### config.mk
export PLATFORM = sky130hd
export DESIGN_NAME = id_exe_reg_flat
export DESIGN_NICKNAME = d
export VERILOG_FILES = /design/src/rtl/id_exe_reg_if.sv /design/src/rtl/id_exe_reg.sv /design/src/flat_wrapper.sv
export SDC_FILE = /design/constraint.sdc
export NUM_CORES = 1
export LEC_CHECK = 0
export CORE_ASPECT_RATIO = 0.75
export CORE_MARGIN = 10
export CORE_UTILIZATION = 35
export DETAILED_ROUTE_END_ITERATION = 8
export GPL_ROUTABILITY_DRIVEN = 0
export PLACE_DENSITY = 0.8
export REMOVE_ABC_BUFFERS = 1
export SLEW_MARGIN = 10
export SYNTH_ARGS = -nofsm -noshare
export SYNTH_HDL_FRONTEND = slang
export SYNTH_SLANG_ARGS = --single-unit
export TNS_END_PERCENT = 20
### constraint.sdc
create_clock -name clk -period 0.95 [get_ports clk]
set_input_delay 0.1425 -clock clk [delete_from_list [all_inputs] [get_ports clk]]
set_output_delay 0.1425 -clock clk [all_outputs]
set_load 0.02 [all_outputs]
### src/rtl/id_exe_reg_if.sv
// id_exe_reg_if: bundle of signals between the ID stage and the ID/EXE
// pipeline register.
//   master : drives flush/freeze and the id_* word, observes exe_*
//   slave  : the pipeline register; samples id_*, drives exe_* and exe_valid
interface id_exe_reg_if #(
  parameter int DATA_W = 32,
  parameter int REG_W  = 4
);
  logic              flush;
  logic              freeze;

  logic              id_wb_en, id_mem_r_en, id_mem_w_en, id_b, id_s;
  logic [3:0]        id_exe_cmd;
  logic [DATA_W-1:0] id_pc, id_val_rn, id_val_rm;
  logic              id_imm;
  logic [11:0]       id_shift_operand;
  logic [23:0]       id_signed_imm_24;
  logic [REG_W-1:0]  id_dest, id_src1, id_src2;
  logic [3:0]        id_sr;

  logic              exe_wb_en, exe_mem_r_en, exe_mem_w_en, exe_b, exe_s;
  logic [3:0]        exe_exe_cmd;
  logic [DATA_W-1:0] exe_pc, exe_val_rn, exe_val_rm;
  logic              exe_imm;
  logic [11:0]       exe_shift_operand;
  logic [23:0]       exe_signed_imm_24;
  logic [REG_W-1:0]  exe_dest, exe_src1, exe_src2;
  logic [3:0]        exe_sr;
  logic              exe_valid;

  modport master (
    output flush, freeze,
    output id_wb_en, id_mem_r_en, id_mem_w_en, id_b, id_s, id_exe_cmd,
    output id_pc, id_val_rn, id_val_rm, id_imm, id_shift_operand,
    output id_signed_imm_24, id_dest, id_src1, id_src2, id_sr,
    input  exe_wb_en, exe_mem_r_en, exe_mem_w_en, exe_b, exe_s, exe_exe_cmd,
    input  exe_pc, exe_val_rn, exe_val_rm, exe_imm, exe_shift_operand,
    input  exe_signed_imm_24, exe_dest, exe_src1, exe_src2, exe_sr, exe_valid
  );

  modport slave (
    input  flush, freeze,
    input  id_wb_en, id_mem_r_en, id_mem_w_en, id_b, id_s, id_exe_cmd,
    input  id_pc, id_val_rn, id_val_rm, id_imm, id_shift_operand,
    input  id_signed_imm_24, id_dest, id_src1, id_src2, id_sr,
    output exe_wb_en, exe_mem_r_en, exe_mem_w_en, exe_b, exe_s, exe_exe_cmd,
    output exe_pc, exe_val_rn, exe_val_rm, exe_imm, exe_shift_operand,
    output exe_signed_imm_24, exe_dest, exe_src1, exe_src2, exe_sr, exe_valid
  );
endinterface

### src/rtl/id_exe_reg.sv
// id_exe_reg: ID/EXE pipeline register.
//   clk  : rising-edge clock
//   rst  : synchronous active-high reset, clears every output
//   bus  : id_exe_reg_if.slave -- flush/freeze, id_* word in, exe_* word
//          and exe_valid out
// Per edge, priority rst > flush > freeze > load. Flush clears the whole
// word (not only the control bits), so a bubble is indistinguishable from
// the reset state and can never write back, access memory, branch or set
// flags. All outputs come straight from flops.
module id_exe_reg #(
  parameter int DATA_W = 32,
  parameter int REG_W  = 4
) (
  input  logic         clk,
  input  logic         rst,
  id_exe_reg_if.slave  bus
);
  localparam int W = 5 + 4 + 3*DATA_W + 1 + 12 + 24 + 3*REG_W + 4;

  logic [W-1:0] d;
  logic [W-1:0] q;
  logic         valid_q;

  assign d = {bus.id_wb_en, bus.id_mem_r_en, bus.id_mem_w_en, bus.id_b, bus.id_s,
              bus.id_exe_cmd, bus.id_pc, bus.id_val_rn, bus.id_val_rm,
              bus.id_imm, bus.id_shift_operand, bus.id_signed_imm_24,
              bus.id_dest, bus.id_src1, bus.id_src2, bus.id_sr};

  always_ff @(posedge clk) begin
    if (rst || bus.flush) begin
      q       <= '0;
      valid_q <= 1'b0;
    end else if (!bus.freeze) begin
      q       <= d;
      valid_q <= 1'b1;
    end
  end

  assign {bus.exe_wb_en, bus.exe_mem_r_en, bus.exe_mem_w_en, bus.exe_b, bus.exe_s,
          bus.exe_exe_cmd, bus.exe_pc, bus.exe_val_rn, bus.exe_val_rm,
          bus.exe_imm, bus.exe_shift_operand, bus.exe_signed_imm_24,
          bus.exe_dest, bus.exe_src1, bus.exe_src2, bus.exe_sr} = q;
  assign bus.exe_valid = valid_q;
endmodule

### src/flat_wrapper.sv
// flat-port wrapper written by rule: the top's interface ports become plain ports
module id_exe_reg_flat 
#(
  parameter int DATA_W = 32,
  parameter int REG_W  = 4
)
  (clk, rst, bus_flush, bus_freeze, bus_id_wb_en, bus_id_mem_r_en, bus_id_mem_w_en, bus_id_b, bus_id_s, bus_id_exe_cmd, bus_id_pc, bus_id_val_rn, bus_id_val_rm, bus_id_imm, bus_id_shift_operand, bus_id_signed_imm_24, bus_id_dest, bus_id_src1, bus_id_src2, bus_id_sr, bus_exe_wb_en, bus_exe_mem_r_en, bus_exe_mem_w_en, bus_exe_b, bus_exe_s, bus_exe_exe_cmd, bus_exe_pc, bus_exe_val_rn, bus_exe_val_rm, bus_exe_imm, bus_exe_shift_operand, bus_exe_signed_imm_24, bus_exe_dest, bus_exe_src1, bus_exe_src2, bus_exe_sr, bus_exe_valid);
  id_exe_reg_if #(.DATA_W(DATA_W), .REG_W(REG_W)) bus_i ();
  input  logic clk;
  input  logic rst;
  input wire logic [$bits(bus_i.flush)-1:0] bus_flush;
  input wire logic [$bits(bus_i.freeze)-1:0] bus_freeze;
  input wire logic [$bits(bus_i.id_wb_en)-1:0] bus_id_wb_en;
  input wire logic [$bits(bus_i.id_mem_r_en)-1:0] bus_id_mem_r_en;
  input wire logic [$bits(bus_i.id_mem_w_en)-1:0] bus_id_mem_w_en;
  input wire logic [$bits(bus_i.id_b)-1:0] bus_id_b;
  input wire logic [$bits(bus_i.id_s)-1:0] bus_id_s;
  input wire logic [$bits(bus_i.id_exe_cmd)-1:0] bus_id_exe_cmd;
  input wire logic [$bits(bus_i.id_pc)-1:0] bus_id_pc;
  input wire logic [$bits(bus_i.id_val_rn)-1:0] bus_id_val_rn;
  input wire logic [$bits(bus_i.id_val_rm)-1:0] bus_id_val_rm;
  input wire logic [$bits(bus_i.id_imm)-1:0] bus_id_imm;
  input wire logic [$bits(bus_i.id_shift_operand)-1:0] bus_id_shift_operand;
  input wire logic [$bits(bus_i.id_signed_imm_24)-1:0] bus_id_signed_imm_24;
  input wire logic [$bits(bus_i.id_dest)-1:0] bus_id_dest;
  input wire logic [$bits(bus_i.id_src1)-1:0] bus_id_src1;
  input wire logic [$bits(bus_i.id_src2)-1:0] bus_id_src2;
  input wire logic [$bits(bus_i.id_sr)-1:0] bus_id_sr;
  output wire logic [$bits(bus_i.exe_wb_en)-1:0] bus_exe_wb_en;
  output wire logic [$bits(bus_i.exe_mem_r_en)-1:0] bus_exe_mem_r_en;
  output wire logic [$bits(bus_i.exe_mem_w_en)-1:0] bus_exe_mem_w_en;
  output wire logic [$bits(bus_i.exe_b)-1:0] bus_exe_b;
  output wire logic [$bits(bus_i.exe_s)-1:0] bus_exe_s;
  output wire logic [$bits(bus_i.exe_exe_cmd)-1:0] bus_exe_exe_cmd;
  output wire logic [$bits(bus_i.exe_pc)-1:0] bus_exe_pc;
  output wire logic [$bits(bus_i.exe_val_rn)-1:0] bus_exe_val_rn;
  output wire logic [$bits(bus_i.exe_val_rm)-1:0] bus_exe_val_rm;
  output wire logic [$bits(bus_i.exe_imm)-1:0] bus_exe_imm;
  output wire logic [$bits(bus_i.exe_shift_operand)-1:0] bus_exe_shift_operand;
  output wire logic [$bits(bus_i.exe_signed_imm_24)-1:0] bus_exe_signed_imm_24;
  output wire logic [$bits(bus_i.exe_dest)-1:0] bus_exe_dest;
  output wire logic [$bits(bus_i.exe_src1)-1:0] bus_exe_src1;
  output wire logic [$bits(bus_i.exe_src2)-1:0] bus_exe_src2;
  output wire logic [$bits(bus_i.exe_sr)-1:0] bus_exe_sr;
  output wire logic [$bits(bus_i.exe_valid)-1:0] bus_exe_valid;
  assign bus_i.flush = bus_flush;
  assign bus_i.freeze = bus_freeze;
  assign bus_i.id_wb_en = bus_id_wb_en;
  assign bus_i.id_mem_r_en = bus_id_mem_r_en;
  assign bus_i.id_mem_w_en = bus_id_mem_w_en;
  assign bus_i.id_b = bus_id_b;
  assign bus_i.id_s = bus_id_s;
  assign bus_i.id_exe_cmd = bus_id_exe_cmd;
  assign bus_i.id_pc = bus_id_pc;
  assign bus_i.id_val_rn = bus_id_val_rn;
  assign bus_i.id_val_rm = bus_id_val_rm;
  assign bus_i.id_imm = bus_id_imm;
  assign bus_i.id_shift_operand = bus_id_shift_operand;
  assign bus_i.id_signed_imm_24 = bus_id_signed_imm_24;
  assign bus_i.id_dest = bus_id_dest;
  assign bus_i.id_src1 = bus_id_src1;
  assign bus_i.id_src2 = bus_id_src2;
  assign bus_i.id_sr = bus_id_sr;
  assign bus_exe_wb_en = bus_i.exe_wb_en;
  assign bus_exe_mem_r_en = bus_i.exe_mem_r_en;
  assign bus_exe_mem_w_en = bus_i.exe_mem_w_en;
  assign bus_exe_b = bus_i.exe_b;
  assign bus_exe_s = bus_i.exe_s;
  assign bus_exe_exe_cmd = bus_i.exe_exe_cmd;
  assign bus_exe_pc = bus_i.exe_pc;
  assign bus_exe_val_rn = bus_i.exe_val_rn;
  assign bus_exe_val_rm = bus_i.exe_val_rm;
  assign bus_exe_imm = bus_i.exe_imm;
  assign bus_exe_shift_operand = bus_i.exe_shift_operand;
  assign bus_exe_signed_imm_24 = bus_i.exe_signed_imm_24;
  assign bus_exe_dest = bus_i.exe_dest;
  assign bus_exe_src1 = bus_i.exe_src1;
  assign bus_exe_src2 = bus_i.exe_src2;
  assign bus_exe_sr = bus_i.exe_sr;
  assign bus_exe_valid = bus_i.exe_valid;
  id_exe_reg #(.DATA_W(DATA_W), .REG_W(REG_W)) u_core (.clk(clk), .rst(rst), .bus(bus_i));
endmodule
==> metrics.txt <==
# TYPE chip_impl_metric gauge
chip_impl_metric{name="finalHoldViolCount",unit=""} 0
chip_impl_metric{name="cp_max_fo",unit=""} 2
chip_impl_metric{name="final_period_minus_worst_setup_slack",unit="ns"} 1.05
chip_impl_metric{name="design.final.nets",unit=""} 1016
chip_impl_metric{name="post-synth-top-area-fraction",unit=""} 0.557
chip_impl_metric{name="drc_errors_left",unit=""} 0
chip_impl_info{name="run_status",value="finished, violations left"} 1
chip_impl_metric{name="timing.max_cap.violations",unit=""} 0
chip_impl_info{name="critical-path-slowest-cell",value="dfxtp_2"} 1
chip_impl_metric{name="req_time_crit_path",unit="ns"} 0.81
chip_impl_metric{name="final_period_util",unit=""} 1.10
chip_impl_metric{name="boundaryPins",unit=""} 321
chip_impl_metric{name="post_synthesis_async_set_or_reset_flop_share",unit=""} 0
chip_impl_metric{name="worst-slew-pin-transition",unit="ns"} 0.255
chip_impl_metric{name="clock_insertion_delay_worst_skew",unit="ns"} 0.40
chip_impl_metric{name="postRouteWirelength",unit="um"} 19700
chip_impl_info{name="hold_path.class",value="in -> reg"} 1
chip_impl_metric{name="first_global_vias",unit=""} 5057
chip_impl_metric{name="power_frac_comb",unit=""} 0.142
chip_impl_metric{name="detail-route-antenna-nets",unit=""} 0
chip_impl_metric{name="layout-drive-gt1-share",unit=""} 0.448
chip_impl_metric{name="dieHeight",unit="um"} 131
chip_impl_metric{name="start_util",unit=""} 0.357
chip_impl_metric{name="internal_power",unit="mW"} 12.9
chip_impl_info{name="path_cells",value="buf_6"} 1
chip_impl_metric{name="antenna_found_initial",unit=""} 0
chip_impl_metric{name="timing.hold.ws",unit="ns"} 0.297
chip_impl_metric{name="rows",unit=""} 40
chip_impl_metric{name="largest_net_degree_at_the_start_of_global_routing",unit=""} 57
chip_impl_metric{name="sequential_power_share",unit=""} 0.422
chip_impl_metric{name="via_per_inst",unit=""} 4.48
chip_impl_info{name="worstSetupStartpointType",value="flip-flop"} 1
chip_impl_metric{name="report.final.setup_viol",unit=""} 159
chip_impl_info{name="synth_top_cells_by_count",value="159 x dfxtp_1, 158 x mux2i_1, 158 x nor2_1"} 1
chip_impl_metric{name="post-dp-hpwl",unit="um"} 15000
chip_impl_metric{name="fin_worst_skew",unit="ns"} 0
chip_impl_info{name="violations_in_the_final_reports",value="negative setup slack"} 1
chip_impl_metric{name="cts.htree.levels",unit=""} 4
chip_impl_metric{name="globalRoute.totalOverflow",unit=""} 0
chip_impl_info{name="critPathTopFamily",value="flip-flops"} 1
chip_impl_metric{name="core_box_area",unit="um2"} 16000
chip_impl_metric{name="clock_power_share",unit=""} 0.437
chip_impl_metric{name="max_slew_margin",unit=""} 0.830
chip_impl_metric{name="fin_total_pwr",unit="mW"} 16.8
chip_impl_metric{name="critical_path.n_buffers_inverters",unit=""} 1
chip_impl_metric{name="finish.utilization",unit=""} 0.640
chip_impl_info{name="postSynth.topFlopCell",value="dfxtp_1"} 1
chip_impl_metric{name="power.static_leakage",unit="nW"} 4.65
chip_impl_info{name="crit_type",value="reg -> out"} 1
chip_impl_metric{name="cts-hold-fix-buffers",unit=""} 0
chip_impl_metric{name="synth.yosys.seq_area_share",unit=""} 0.557
chip_impl_metric{name="synthesis_warning_total",unit=""} 0
chip_impl_metric{name="maximum_clock_frequency",unit="MHz"} 955
chip_impl_metric{name="vias_after_detailed_routing",unit=""} 4823
chip_impl_info{name="clockRootBuffer",value="clkbuf_16"} 1
chip_impl_info{name="yosysTopAreaCell",value="dfxtp_1"} 1
chip_impl_metric{name="track_usage",unit=""} 0.174
chip_impl_metric{name="ys_types",unit=""} 9
chip_impl_metric{name="timing.critical_path.slowest_cell_delay",unit="ns"} 0.36
chip_impl_metric{name="irDropWorstVdd",unit="V"} 0.00120
chip_impl_info{name="synth.most_common_cell",value="dfxtp_1"} 1
chip_impl_metric{name="cts_made_buffers",unit=""} 17
chip_impl_metric{name="clock_sinks",unit=""} 159
chip_impl_metric{name="per_cell_routed_wire_length",unit="um"} 18.3
chip_impl_metric{name="critical_path_arrival",unit="ns"} 0.90
chip_impl_metric{name="place.detailed.instances",unit=""} 1041
chip_impl_metric{name="postSynthRegisterBits",unit=""} 159
chip_impl_metric{name="final_max_slew_viol_count",unit=""} 0
chip_impl_metric{name="layout_area_growth_over_synthesis",unit="%"} 79.2
chip_impl_info{name="cts_tree",value="yes"} 1
chip_impl_metric{name="setup_tns",unit="ns"} -8.81
chip_impl_metric{name="dieWidth",unit="um"} 168
chip_impl_metric{name="placedInstanceArea",unit="um2"} 9170
chip_impl_metric{name="power_switching",unit="mW"} 3.90
chip_impl_metric{name="antenna_cells_inserted",unit=""} 0
chip_impl_metric{name="number_of_instances_in_the_synthesized_netlist",unit=""} 514
chip_impl_metric{name="p_per_area",unit="nW/um2"} 1640
chip_impl_metric{name="clk_transition_reported_paths",unit="ns"} 0.07
chip_impl_metric{name="final-instance-count-excl-fill",unit=""} 1076
chip_impl_metric{name="minimum_setup_slack_after_placement",unit="ns"} -0.334
chip_impl_metric{name="drt_pass_1_iters",unit=""} 4
chip_impl_metric{name="ctsLongestPathBuffers",unit=""} 2
chip_impl_metric{name="sw_frac_of_total",unit=""} 0.232
chip_impl_metric{name="grt_pass1_wl",unit="um"} 29800
chip_impl_metric{name="number_of_flops_mapped_to_enable_cells_by_yosys",unit=""} 0
chip_impl_metric{name="floorplan.die_area",unit="um2"} 21900
chip_impl_info{name="cp-end-kind",value="primary output"} 1
chip_impl_metric{name="io_buffers",unit=""} 320
chip_impl_metric{name="syn_area_per_cell",unit="um2"} 11.1
chip_impl_metric{name="finalInstanceArea",unit="um2"} 10200
chip_impl_metric{name="drt-initial-drc-count",unit=""} 219
chip_impl_info{name="rsz_0062_raised_after_global_routing",value="true"} 1
chip_impl_metric{name="finalWorstSetupSlack",unit="ns"} -0.0972
chip_impl_metric{name="netlist_area_pre_place",unit="um2"} 5720
chip_impl_info{name="synth.area.top_cells",value="dfxtp_1 56%, mux2i_1 28%, nor2_1 10%, buf_6 5.3%, buf_2 0.44%"} 1
## cell type report
type | instances | area [um2]
clock inverters | 12 | 181
well taps | 210 | 263
fillers | 1237 | 5770
repair buffers | 357 | 3770
multi-input cells | 318 | 2190
clock buffers | 19 | 453
flip-flops and latches | 159 | 3380
inverters | 1 | 3.75
## power groups by stage
stage | combinational (mW) | clock, mW | sequential [mW]
4_1_cts | 2.39 | 7.51 | 7.08
5_1_grt | 2.55 | 7.80 | 7.11
6_report | 2.38 | 7.34 | 7.09
3_5_place_dp | 2.34 | 0 | 7.15
2_1_floorplan | 0.545 | 0 | 7.41
3_3_place_gp | 2.32 | 0 | 7.14
## logic make-up after synthesis
kind of cell,Yosys count,synth area share
AO/OA/AOI/OAI,1,0.000875
buffers and inverters,37,0.0608
flip-flops,159,0.557
multiplexers,158,0.277
AND/OR/NAND/NOR,159,0.105
## sequential cells by signal (all words and copies together), names as in the netlist
name and count:
u_core.q 158, u_core.bus.exe_valid 1
## per-layer routing
metal / wire [um] / part of all wire / GRT usage
met1: 7760 / 0.39 / 0.189
met2: 9200 / 0.47 / 0.285
met3: 2550 / 0.13 / 0.104
met4: 206 / 0.010 / 0.0465
met5: 0 / 0 / 0
## final timing paths
path | end | start | slack (ns) | cells after the start
max | bus_exe_pc[9] | u_core.q[126] | -0.1 | 1
min | u_core.q[139] | bus_freeze | 0.30 | 4
max reg2reg | u_core.q[145] | u_core.q[145] | 0.15 | 3
min reg2reg | u_core.bus.exe_valid | u_core.bus.exe_valid | 0.45 | 2
## layout by cell type (no fill, tap or decap), drive strengths merged
cell and count:
bufinv 4, inv 4, clkinvlp 1, mux2i 158, clkdlybuf4s50 160, dfxtp 159, clkinv 4, buf 196
clkbuf 20, nor2 158, a21oi 1, or2 1
## timing repair
| item | in CTS | in global routing |
|---|---|---|
| resized for setup | 1058 | 43 |
| endpoints found under the setup margin | 159 | 159 |
| setup buffers | 3 | 1 |
Note: power is estimated with default switching activity, not from simulation.
